$ cat config.mk
export PLATFORM = sky130hd
export DESIGN_NAME = pixel_writer
export DESIGN_NICKNAME = d
export VERILOG_FILES = /design/src/rtl/pixel_pkg.sv /design/src/rtl/pixel_coord_counter.sv /design/src/rtl/pixel_writer.sv
export SDC_FILE = /design/constraint.sdc
export NUM_CORES = 1
export LEC_CHECK = 0
export ABC_AREA = 0
export ABC_CLOCK_PERIOD_IN_PS = 2000
export BUFFER_PORTS_ARGS = -buffer_cell sky130_fd_sc_hd__buf_2
export CORE_MARGIN = 2
export CORE_UTILIZATION = 45
export DETAILED_ROUTE_END_ITERATION = 10
export PLACE_DENSITY = 0.65
export SYNTH_ARGS = -nofsm -noshare
export SYNTH_HDL_FRONTEND = slang
export SYNTH_SLANG_ARGS = --single-unit
$ cat constraint.sdc
create_clock -name clk -period 2 [get_ports clk]
set_input_delay 0.6 -clock clk [delete_from_list [all_inputs] [get_ports clk]]
set_output_delay 0.6 -clock clk [all_outputs]
set_load 0.02 [all_outputs]
$ cat src/rtl/pixel_pkg.sv
// Shared types and helpers for the frame-buffer pixel writer and its companion reader.
// Both blocks size their coordinate counters with the same helpers.
package pixel_pkg;

  typedef enum logic [1:0] {
    WR_IDLE    = 2'd0,
    WR_CAPTURE = 2'd1,
    WR_FINISH  = 2'd2
  } wr_state_e;

  typedef enum logic [1:0] {
    RD_IDLE   = 2'd0,
    RD_STREAM = 2'd1,
    RD_DONE   = 2'd2
  } rd_state_e;

  localparam int DROP_W = 8;
  localparam logic [DROP_W-1:0] DROP_MAX = '1;

  function automatic int img_size(input int w, input int h);
    return w * h;
  endfunction

  // A one-pixel dimension still needs a 1-bit coordinate register.
  function automatic int coord_w(input int n);
    return (n <= 1) ? 1 : $clog2(n);
  endfunction

endpackage

$ cat src/rtl/pixel_coord_counter.sv
// Raster-order pixel pointer with row/col tracking.
// The pointer saturates on the last pixel; the owner decides when to clear it.
module pixel_coord_counter
  import pixel_pkg::*;
#(
  parameter  int IMG_W  = 96,
  parameter  int IMG_H  = 96,
  localparam int ADDR_W = $clog2(IMG_W * IMG_H),
  localparam int ROW_W  = coord_w(IMG_H),
  localparam int COL_W  = coord_w(IMG_W)
) (
  input  logic              clk_i,
  input  logic              rst_ni,
  input  logic              clear_i,
  input  logic              inc_i,
  output logic [ADDR_W-1:0] ptr_o,
  output logic [ROW_W-1:0]  row_o,
  output logic [COL_W-1:0]  col_o,
  output logic              last_o
);

  localparam int IMG_SIZE = img_size(IMG_W, IMG_H);

  logic [ADDR_W-1:0] ptr_q, ptr_d;
  logic [ROW_W-1:0]  row_q, row_d;
  logic [COL_W-1:0]  col_q, col_d;

  assign last_o = (ptr_q == ADDR_W'(IMG_SIZE - 1));

  always_comb begin
    ptr_d = ptr_q;
    row_d = row_q;
    col_d = col_q;
    if (clear_i) begin
      ptr_d = '0;
      row_d = '0;
      col_d = '0;
    end else if (inc_i && !last_o) begin
      ptr_d = ptr_q + ADDR_W'(1);
      if (col_q == COL_W'(IMG_W - 1)) begin
        col_d = '0;
        row_d = row_q + ROW_W'(1);
      end else begin
        col_d = col_q + COL_W'(1);
      end
    end
  end

  always_ff @(posedge clk_i or negedge rst_ni) begin
    if (!rst_ni) begin
      ptr_q <= '0;
      row_q <= '0;
      col_q <= '0;
    end else begin
      ptr_q <= ptr_d;
      row_q <= row_d;
      col_q <= col_d;
    end
  end

  assign ptr_o = ptr_q;
  assign row_o = row_q;
  assign col_o = col_q;

endmodule

$ cat src/rtl/pixel_writer.sv
// Captures one frame of streamed pixels into a linear buffer, one registered write per accepted beat.
// in_ready is the only combinational output so upstream sees abort the same cycle.
module pixel_writer
  import pixel_pkg::*;
#(
  parameter  int IMG_W  = 96,
  parameter  int IMG_H  = 96,
  parameter  int DATA_W = 8,
  localparam int ADDR_W = $clog2(IMG_W * IMG_H)
) (
  input  logic              clk,
  input  logic              reset,
  input  logic              start,
  input  logic              abort,
  input  logic              in_valid,
  input  logic [DATA_W-1:0] in_data,
  output logic              in_ready,
  output logic              wr_en,
  output logic [ADDR_W-1:0] wr_addr,
  output logic [DATA_W-1:0] wr_data,
  output logic              busy,
  output logic              done,
  output logic [7:0]        drop_count
);

  localparam int ROW_W = coord_w(IMG_H);
  localparam int COL_W = coord_w(IMG_W);

  wr_state_e         state_q, state_d;
  logic              wr_en_q;
  logic [ADDR_W-1:0] wr_addr_q;
  logic [DATA_W-1:0] wr_data_q;
  logic              busy_q;
  logic              done_q;
  logic [7:0]        drop_q;

  logic              accept;
  logic              arm;
  logic              cnt_clear;
  logic              cnt_last;
  logic [ADDR_W-1:0] cnt_ptr;
  logic [ROW_W-1:0]  row_unused;
  logic [COL_W-1:0]  col_unused;

  assign in_ready  = (state_q == WR_CAPTURE) && !abort;
  assign accept    = in_valid && in_ready;
  assign arm       = (state_q == WR_IDLE) && start;
  assign cnt_clear = arm || ((state_q == WR_CAPTURE) && abort);

  pixel_coord_counter #(
    .IMG_W (IMG_W),
    .IMG_H (IMG_H)
  ) u_coord (
    .clk_i   (clk),
    .rst_ni  (reset),
    .clear_i (cnt_clear),
    .inc_i   (accept),
    .ptr_o   (cnt_ptr),
    .row_o   (row_unused),
    .col_o   (col_unused),
    .last_o  (cnt_last)
  );

  always_comb begin
    state_d = state_q;
    case (state_q)
      WR_IDLE: begin
        if (start) state_d = WR_CAPTURE;
      end
      WR_CAPTURE: begin
        if (abort)                    state_d = WR_IDLE;
        else if (accept && cnt_last)  state_d = WR_FINISH;
      end
      WR_FINISH: state_d = WR_IDLE;
      default:   state_d = WR_IDLE;
    endcase
  end

  // done and the final write both land in the single Finish cycle.
  always_ff @(posedge clk or negedge reset) begin
    if (!reset) begin
      state_q   <= WR_IDLE;
      wr_en_q   <= 1'b0;
      wr_addr_q <= '0;
      wr_data_q <= '0;
      busy_q    <= 1'b0;
      done_q    <= 1'b0;
    end else begin
      state_q <= state_d;
      wr_en_q <= accept;
      busy_q  <= (state_d != WR_IDLE);
      done_q  <= accept && cnt_last;
      if (accept) begin
        wr_addr_q <= cnt_ptr;
        wr_data_q <= in_data;
      end
    end
  end

  always_ff @(posedge clk or negedge reset) begin
    if (!reset) begin
      drop_q <= '0;
    end else if (arm) begin
      drop_q <= '0;
    end else if (in_valid && !in_ready && (drop_q != DROP_MAX)) begin
      drop_q <= drop_q + 8'd1;
    end
  end

  assign wr_en      = wr_en_q;
  assign wr_addr    = wr_addr_q;
  assign wr_data    = wr_data_q;
  assign busy       = busy_q;
  assign done       = done_q;
  assign drop_count = drop_q;

endmodule

==> impl_metrics.json, run 1 <==
{
  "outcome": "complete, no violations",
  "drive_above_1_share_pct": 26.0,
  "h-tree-depth": 2,
  "powerDensity_nw_per_um2": 827,
  "slew_headroom_pct": 64.7,
  "grt_pass1_vias": 1644,
  "period_share_pct": 95.5,
  "cts-root-buf": "clkbuf_8",
  "final_util_pct": 58.0,
  "placed_cells": 354,
  "start_util_pct": 46.6,
  "worst_slack_ps": 89.6,
  "hold_buffers": 0,
  "max_cap_violations": 0,
  "rr_startpoint": "u_coord.ptr_o[11]",
  "ant_nets": 0,
  "placementRows": 25,
  "setup_viol": 0,
  "grt_pass1_wl_um": 7820,
  "drt_wl_total_um": 4640,
  "n_antenna_cell": 0,
  "layout.cells.non_filler": 363,
  "place_ws_ps": -37.0,
  "syn_to_final_growth_pct": 24.4,
  "clk_latency_ps": 300,
  "min_path_type": "input pin to async pin",
  "cp_slowest_stage_delay_ps": 410,
  "nets": 310,
  "crit_chain": "buf_2 > or3b_4 > inv_1 > buf_4",
  "cts_made_buffers": 5,
  "hold_violations": 0,
  "r2r_setup_slack_ps": 150,
  "coreArea_um2": 4720,
  "synth_area_um2": 2200,
  "grt_overflow": 0,
  "chipHeight_um": 73.9,
  "cp.depth": 4,
  "cp.arrival_ps": 1310,
  "antenna_found_initial": 0,
  "ys_seq_area_share_pct": 55.7,
  "path_buf_inv": 3,
  "setup.worst_path.start_class": "input pin",
  "synth_cells": 233,
  "critical_path_class": "input pin to output port",
  "gp_congestion": 0.786,
  "initialDrtViolationCount": 132,
  "io_buffers": 46,
  "ys_types": 36,
  "ios": 47,
  "hpwl_um": 3350,
  "dieArea_um2": 5470,
  "required_ps": 1400,
  "cp_top_family": "simple AND/OR/NAND/NOR gates",
  "cts_tree": "built",
  "cp-end-kind": "output port",
  "ys_ff_latch": 49,
  "first_pass_iters": 4,
  "grt_max_degree": 34,
  "drcViolationCount": 0,
  "grt_usage_pct": 18.5,
  "fin_worst_skew_ps": 8.11,
  "critPathSlowestCell": "or3b_4",
  "fp.dieW_um": 73.9,
  "r2r_end": "u_coord.ptr_o[2]",
  "reg2reg_depth": 4,
  "cp_max_fo": 4,
  "grt_setup_unrepaired": "false",
  "power.leakage_nw": 1.40,
  "fin_crit_ps": 1910,
  "cts_sinks": 49,
  "vdd_ir_drop_max_v": 0.000565,
  "vias_per_cell": 5.19,
  "syn_area_per_cell_um2": 9.45,
  "vias": 1884,
  "tightest_slew_ps": 527,
  "cts_buffer_depth": 2,
  "fmax_mhz": 523,
  "wl_per_cell_um": 12.8,
  "synth_fp_nets": 248,
  "synth_warnings": 0,
  "drv_slew": 0,
  "cts.clk_slew.worst_paths_ps": 90
}
[layout make-up]
type                       count  area [µm²]
tap                           67        83.8
fill                         446        1990
clock buffer                   7        86.3
sequential                    49        1230
timing repair buffer          61         358
inverter                       5        18.8
clock inverter                 1        30.0
multi-input combinational    173         935
[power breakdown]
part | leakage [nW] | internal, W | switching, W | total [W]
sequential | 0.664 | 0.00107 | 0.0000575 | 0.00113
clock | 0.0585 | 0.000408 | 0.000305 | 0.000713
combinational | 0.673 | 0.000150 | 0.000271 | 0.000422
total | 1.40 | 0.00163 | 0.000634 | 0.00227
[flip-flops by register name (all words and copies together) (netlist names)]
name,flops
wr_data,8
busy,1
drop_count,8
wr_en,1
wr_addr,14
u_coord.ptr_o,14
state_q,2
done,1
[layer usage]
metal,part of all wire [%],routed length [µm],GRT usage (%)
met1,49,2270,26.1
met2,46,2140,28.9
met3,4.1,188,4.07
met4,0.95,44,5.25
met5,0,0,0
[cells in the final DEF (no fill, tap or decap), types with 2 or more instances in the layout]
master,instances
nand2_1,78
dfrtp_1,49
buf_2,45
a21oi_1,15
buf_4,15
nand3_1,9
o21ai_0,9
or4_1,8
nand4_1,6
o31ai_1,6
clkbuf_8,6
nor2_1,5
or3_1,5
inv_1,4
nor3_1,3
mux2i_1,3
and4_1,2
nand2b_1,2
or2_2,2
o211ai_1,2
o41ai_1,2
a31oi_1,2
ha_1,2
[what timing repair did]
item	4_1_cts	5_1_grt
endpoints found under the setup margin	1	0
setup buffers	1	0
gates resized for setup	2	0
[how the worst max path moves through the flow]
| stage | start | end | slack (ps) |
|---|---|---|---|
| floorplan | abort | u_coord.ptr_o[13] | 150 |
| global placement | abort | in_ready | -20 |
| detailed placement | abort | in_ready | -40 |
| CTS | abort | in_ready | 90 |
| global route | abort | in_ready | 50 |
| finish | abort | in_ready | 90 |
[synth_stat cells (all sizes together)]
library cell | instances | share of area (%)
or4b | 1 | 0.63
or4 | 8 | 2.7
mux2i | 3 | 1.4
nand4bb | 1 | 0.51
or2 | 2 | 0.57
o21ai | 9 | 2.0
o211ai | 2 | 0.68
nor4 | 1 | 0.97
a21oi | 15 | 3.4
o311ai | 1 | 0.40
nand2b | 2 | 0.57
a311oi | 1 | 0.68
inv | 5 | 0.85
xor2 | 1 | 0.40
nand3 | 9 | 2.0
nor2 | 6 | 1.1
nor3 | 4 | 1.1
and4 | 2 | 0.80
or3b | 1 | 0.40
and3 | 1 | 0.28
or3 | 5 | 1.4
dfrtp | 49 | 56
a21o | 1 | 0.34
o31ai | 6 | 2.0
clkbuf | 4 | 0.68
o41ai | 2 | 0.80
nand4 | 6 | 1.7
ha | 2 | 1.1
and2 | 1 | 0.28
buf | 2 | 0.40
a31oi | 2 | 0.57
nand2 | 78 | 13
[cells by family (layout without fill, tap and decap cells)]
kind of cell,after synthesis,after routing,share of synthesized area (%)
multiplexers,3,3,1.36
AND/OR/NAND/NOR,128,128,28.5
XOR/XNOR,1,1,0.398
adder cells (fa/ha/maj),2,2,1.14
AO/OA/AOI/OAI,39,39,11.0
buffers and inverters,11,74,1.93
flip-flops,49,49,55.7
[metrics by stage]
| step | total power [W] | TNS (ps) | area [µm²] | hold WS, ps |
|---|---|---|---|---|
| CTS | 0.00231 | 0 | 2740 | 227 |
| floorplan | 0.00139 | 0 | 2200 | 304 |
| detailed placement | 0.00158 | -37.0 | 2610 | 457 |
| global placement | 0.00156 | -23.6 | 2610 | 454 |
| global route | 0.00239 | 0 | 2740 | 244 |
| finish | 0.00227 | 0 | 2740 | 221 |
[worst reg2reg max path: stages (launching register included)]
cell      delay (ps)
dfrtp_1          390
or4b_4           590
nor4_4           400
nor2_2           110
a311oi_2         270
Note: power is estimated with default switching activity, not from simulation.
==> run 2, diff against run 1 <==
--- a/config.mk
+++ b/config.mk
@@ -8,10 +8,12 @@
 export ABC_AREA = 0
 export ABC_CLOCK_PERIOD_IN_PS = 2000
 export BUFFER_PORTS_ARGS = -buffer_cell sky130_fd_sc_hd__buf_2
+export CELL_PAD_IN_SITES_DETAIL_PLACEMENT = 2
+export CELL_PAD_IN_SITES_GLOBAL_PLACEMENT = 2
 export CORE_MARGIN = 2
-export CORE_UTILIZATION = 45
+export CORE_UTILIZATION = 32
 export DETAILED_ROUTE_END_ITERATION = 10
-export PLACE_DENSITY = 0.65
+export PLACE_DENSITY = 0.74
 export SYNTH_ARGS = -nofsm -noshare
 export SYNTH_HDL_FRONTEND = slang
 export SYNTH_SLANG_ARGS = --single-unit
==> run 2 against run 1 <==
Compared with the run above: design area up 0.87%; sequential share of layout area down 0.39 points; non-clock buffer count up 3; clock power down 8.0%; via count up 5.5%; setup slack worse by 2.9 ps; critical endpoint unchanged; largest power group unchanged.
==> impl_metrics.json, run 2 (synthesized netlist as in run 1, its figures left out) <==
{
  "dieArea_um2": 7560,
  "io_buffers": 46,
  "min_path_type": "input pin to async pin",
  "p_sw_w": 0.000686,
  "cp-end-kind": "output port",
  "drcViolationCount": 0,
  "antenna_found_initial": 0,
  "initialDrtViolationCount": 62,
  "start_util_pct": 32.8,
  "cts_sinks": 49,
  "worst_slack_ps": 86.7,
  "vias_per_cell": 5.25,
  "drv_slew": 0,
  "ant_nets": 0,
  "max_cap_violations": 0,
  "drt_wl_total_um": 6240,
  "power.leakage_nw": 1.41,
  "powerDensity_nw_per_um2": 808,
  "multiInputGateArea_um2": 935,
  "final_cell_mix": "78 x nand2_1, 49 x dfrtp_1, 45 x buf_2, 18 x buf_4, 15 x a21oi_1",
  "hold_ws_ps": 239,
  "setup.worst_path.start_class": "input pin",
  "period_share_pct": 95.7,
  "cts-root-buf": "clkbuf_8",
  "vdd_ir_drop_max_v": 0.000238,
  "p_seq_share_pct": 50.8,
  "cts.clk_slew.worst_paths_ps": 90,
  "register_area_um2": 1230,
  "gp_congestion": 0.738,
  "cts_buffer_depth": 2,
  "p_clk_share_pct": 29.4,
  "grt_setup_unrepaired": "false",
  "mostFrequentLayoutCell": "nand2_1",
  "outcome": "complete, no violations",
  "clk_latency_ps": 300,
  "fmax_mhz": 523,
  "reg2reg_depth": 4,
  "n_antenna_cell": 0,
  "wl_per_cell_um": 16.5,
  "fillers": 770,
  "ios": 47,
  "required_ps": 1400,
  "setup.worst_path.start": "abort",
  "h-tree-depth": 2,
  "p_sw_share_pct": 30.7,
  "pwr-share-comb_pct": 19.8,
  "r2r_setup_slack_ps": 140,
  "first_pass_iters": 4,
  "cp.arrival_ps": 1310,
  "fin_crit_ps": 1910,
  "endpoint": "in_ready",
  "fp.dieW_um": 86.9,
  "vias": 1988,
  "grt_pass1_wl_um": 10700,
  "grt_max_degree": 33,
  "cp_max_fo": 3,
  "setup_viol": 0,
  "slew_headroom_pct": 60.2,
  "hpwl_um": 4530,
  "grt_overflow": 0,
  "syn_to_final_growth_pct": 25.5,
  "fin_tns_setup_ps": 0,
  "nets": 313,
  "rr_startpoint": "u_coord.ptr_o[12]",
  "hold_violations": 0,
  "final_util_pct": 41.1,
  "drive_above_1_share_pct": 27.1,
  "place_ws_ps": -48.1,
  "grt_usage_pct": 18.2,
  "r2r_end": "u_coord.ptr_o[2]",
  "critical_path_class": "input pin to output port",
  "chipHeight_um": 86.9,
  "grt_pass1_vias": 2100,
  "intPower_w": 0.00154,
  "cts_made_buffers": 5,
  "placementRows": 30,
  "cts_tree": "built",
  "coreArea_um2": 6720,
  "tightest_slew_ps": 595,
  "fin_worst_skew_ps": 4.41
}
run 2: cell types whose count changed in the layout (fill, tap and decap cells not counted):
| cell | before | now |
|---|---|---|
| clkbuf_8 | 6 | 7 |
| clkinv_2 | 0 | 1 |
| buf_4 | 15 | 18 |
| clkbuf_1 | 1 | 0 |
| bufinv_16 | 1 | 0 |
run 2: worst min-delay path by stage:
stage,endpoint
4_1_cts,drop_count[4]
2_1_floorplan,busy
6_report,drop_count[4]
3_3_place_gp,wr_data[2]
3_5_place_dp,wr_data[3]
5_1_grt,drop_count[6]
run 2: layer usage:
metal	track usage (%)	wire length, µm	vias up
li1	-	-	955
met1	24.6	2910	998
met2	29.8	3100	28
met3	2.46	142	7
met4	6.82	95	0
met5	0	0	-
run 2: what timing repair did:
action | 4_1_cts | 5_1_grt
buffers inserted | 1 | 0
endpoints found under the setup margin | 1 | 0
hold buffers | 0 | 0
resized for setup | 2 | 0
run 2: area by class of cell:
class                           count  share of cell area, %
Clock inverter                      1                  0.181
Multi-Input combinational cell    173                   33.8
Sequential cell                    49                   44.4
Timing Repair Buffer               64                   13.8
Inverter                            5                  0.680
Tap cell                           80                   3.62
Clock buffer                        7                   3.49
run 2: critical path, stage by stage:
cell	delay [ps]
buf_2	120
or3b_4	400
inv_1	60
buf_4	130
run 2: power groups by stage:
| stage | registers (W) | logic, W | clock network [W] |
|---|---|---|---|
| global placement | 0.00115 | 0.000432 | 0 |
| detailed placement | 0.00116 | 0.000449 | 0 |
| global route | 0.00115 | 0.000492 | 0.000722 |
| finish | 0.00113 | 0.000441 | 0.000656 |
| CTS | 0.00114 | 0.000454 | 0.000671 |
| floorplan | 0.00125 | 0.000146 | 0 |
run 2: stage by stage:
step	area [µm²]	power, W	cells
CTS	2760	0.00226	379
floorplan	2200	0.00139	233
global placement	2650	0.00158	370
detailed placement	2650	0.00160	370
finish	2760	0.00223	379
global route	2760	0.00236	379
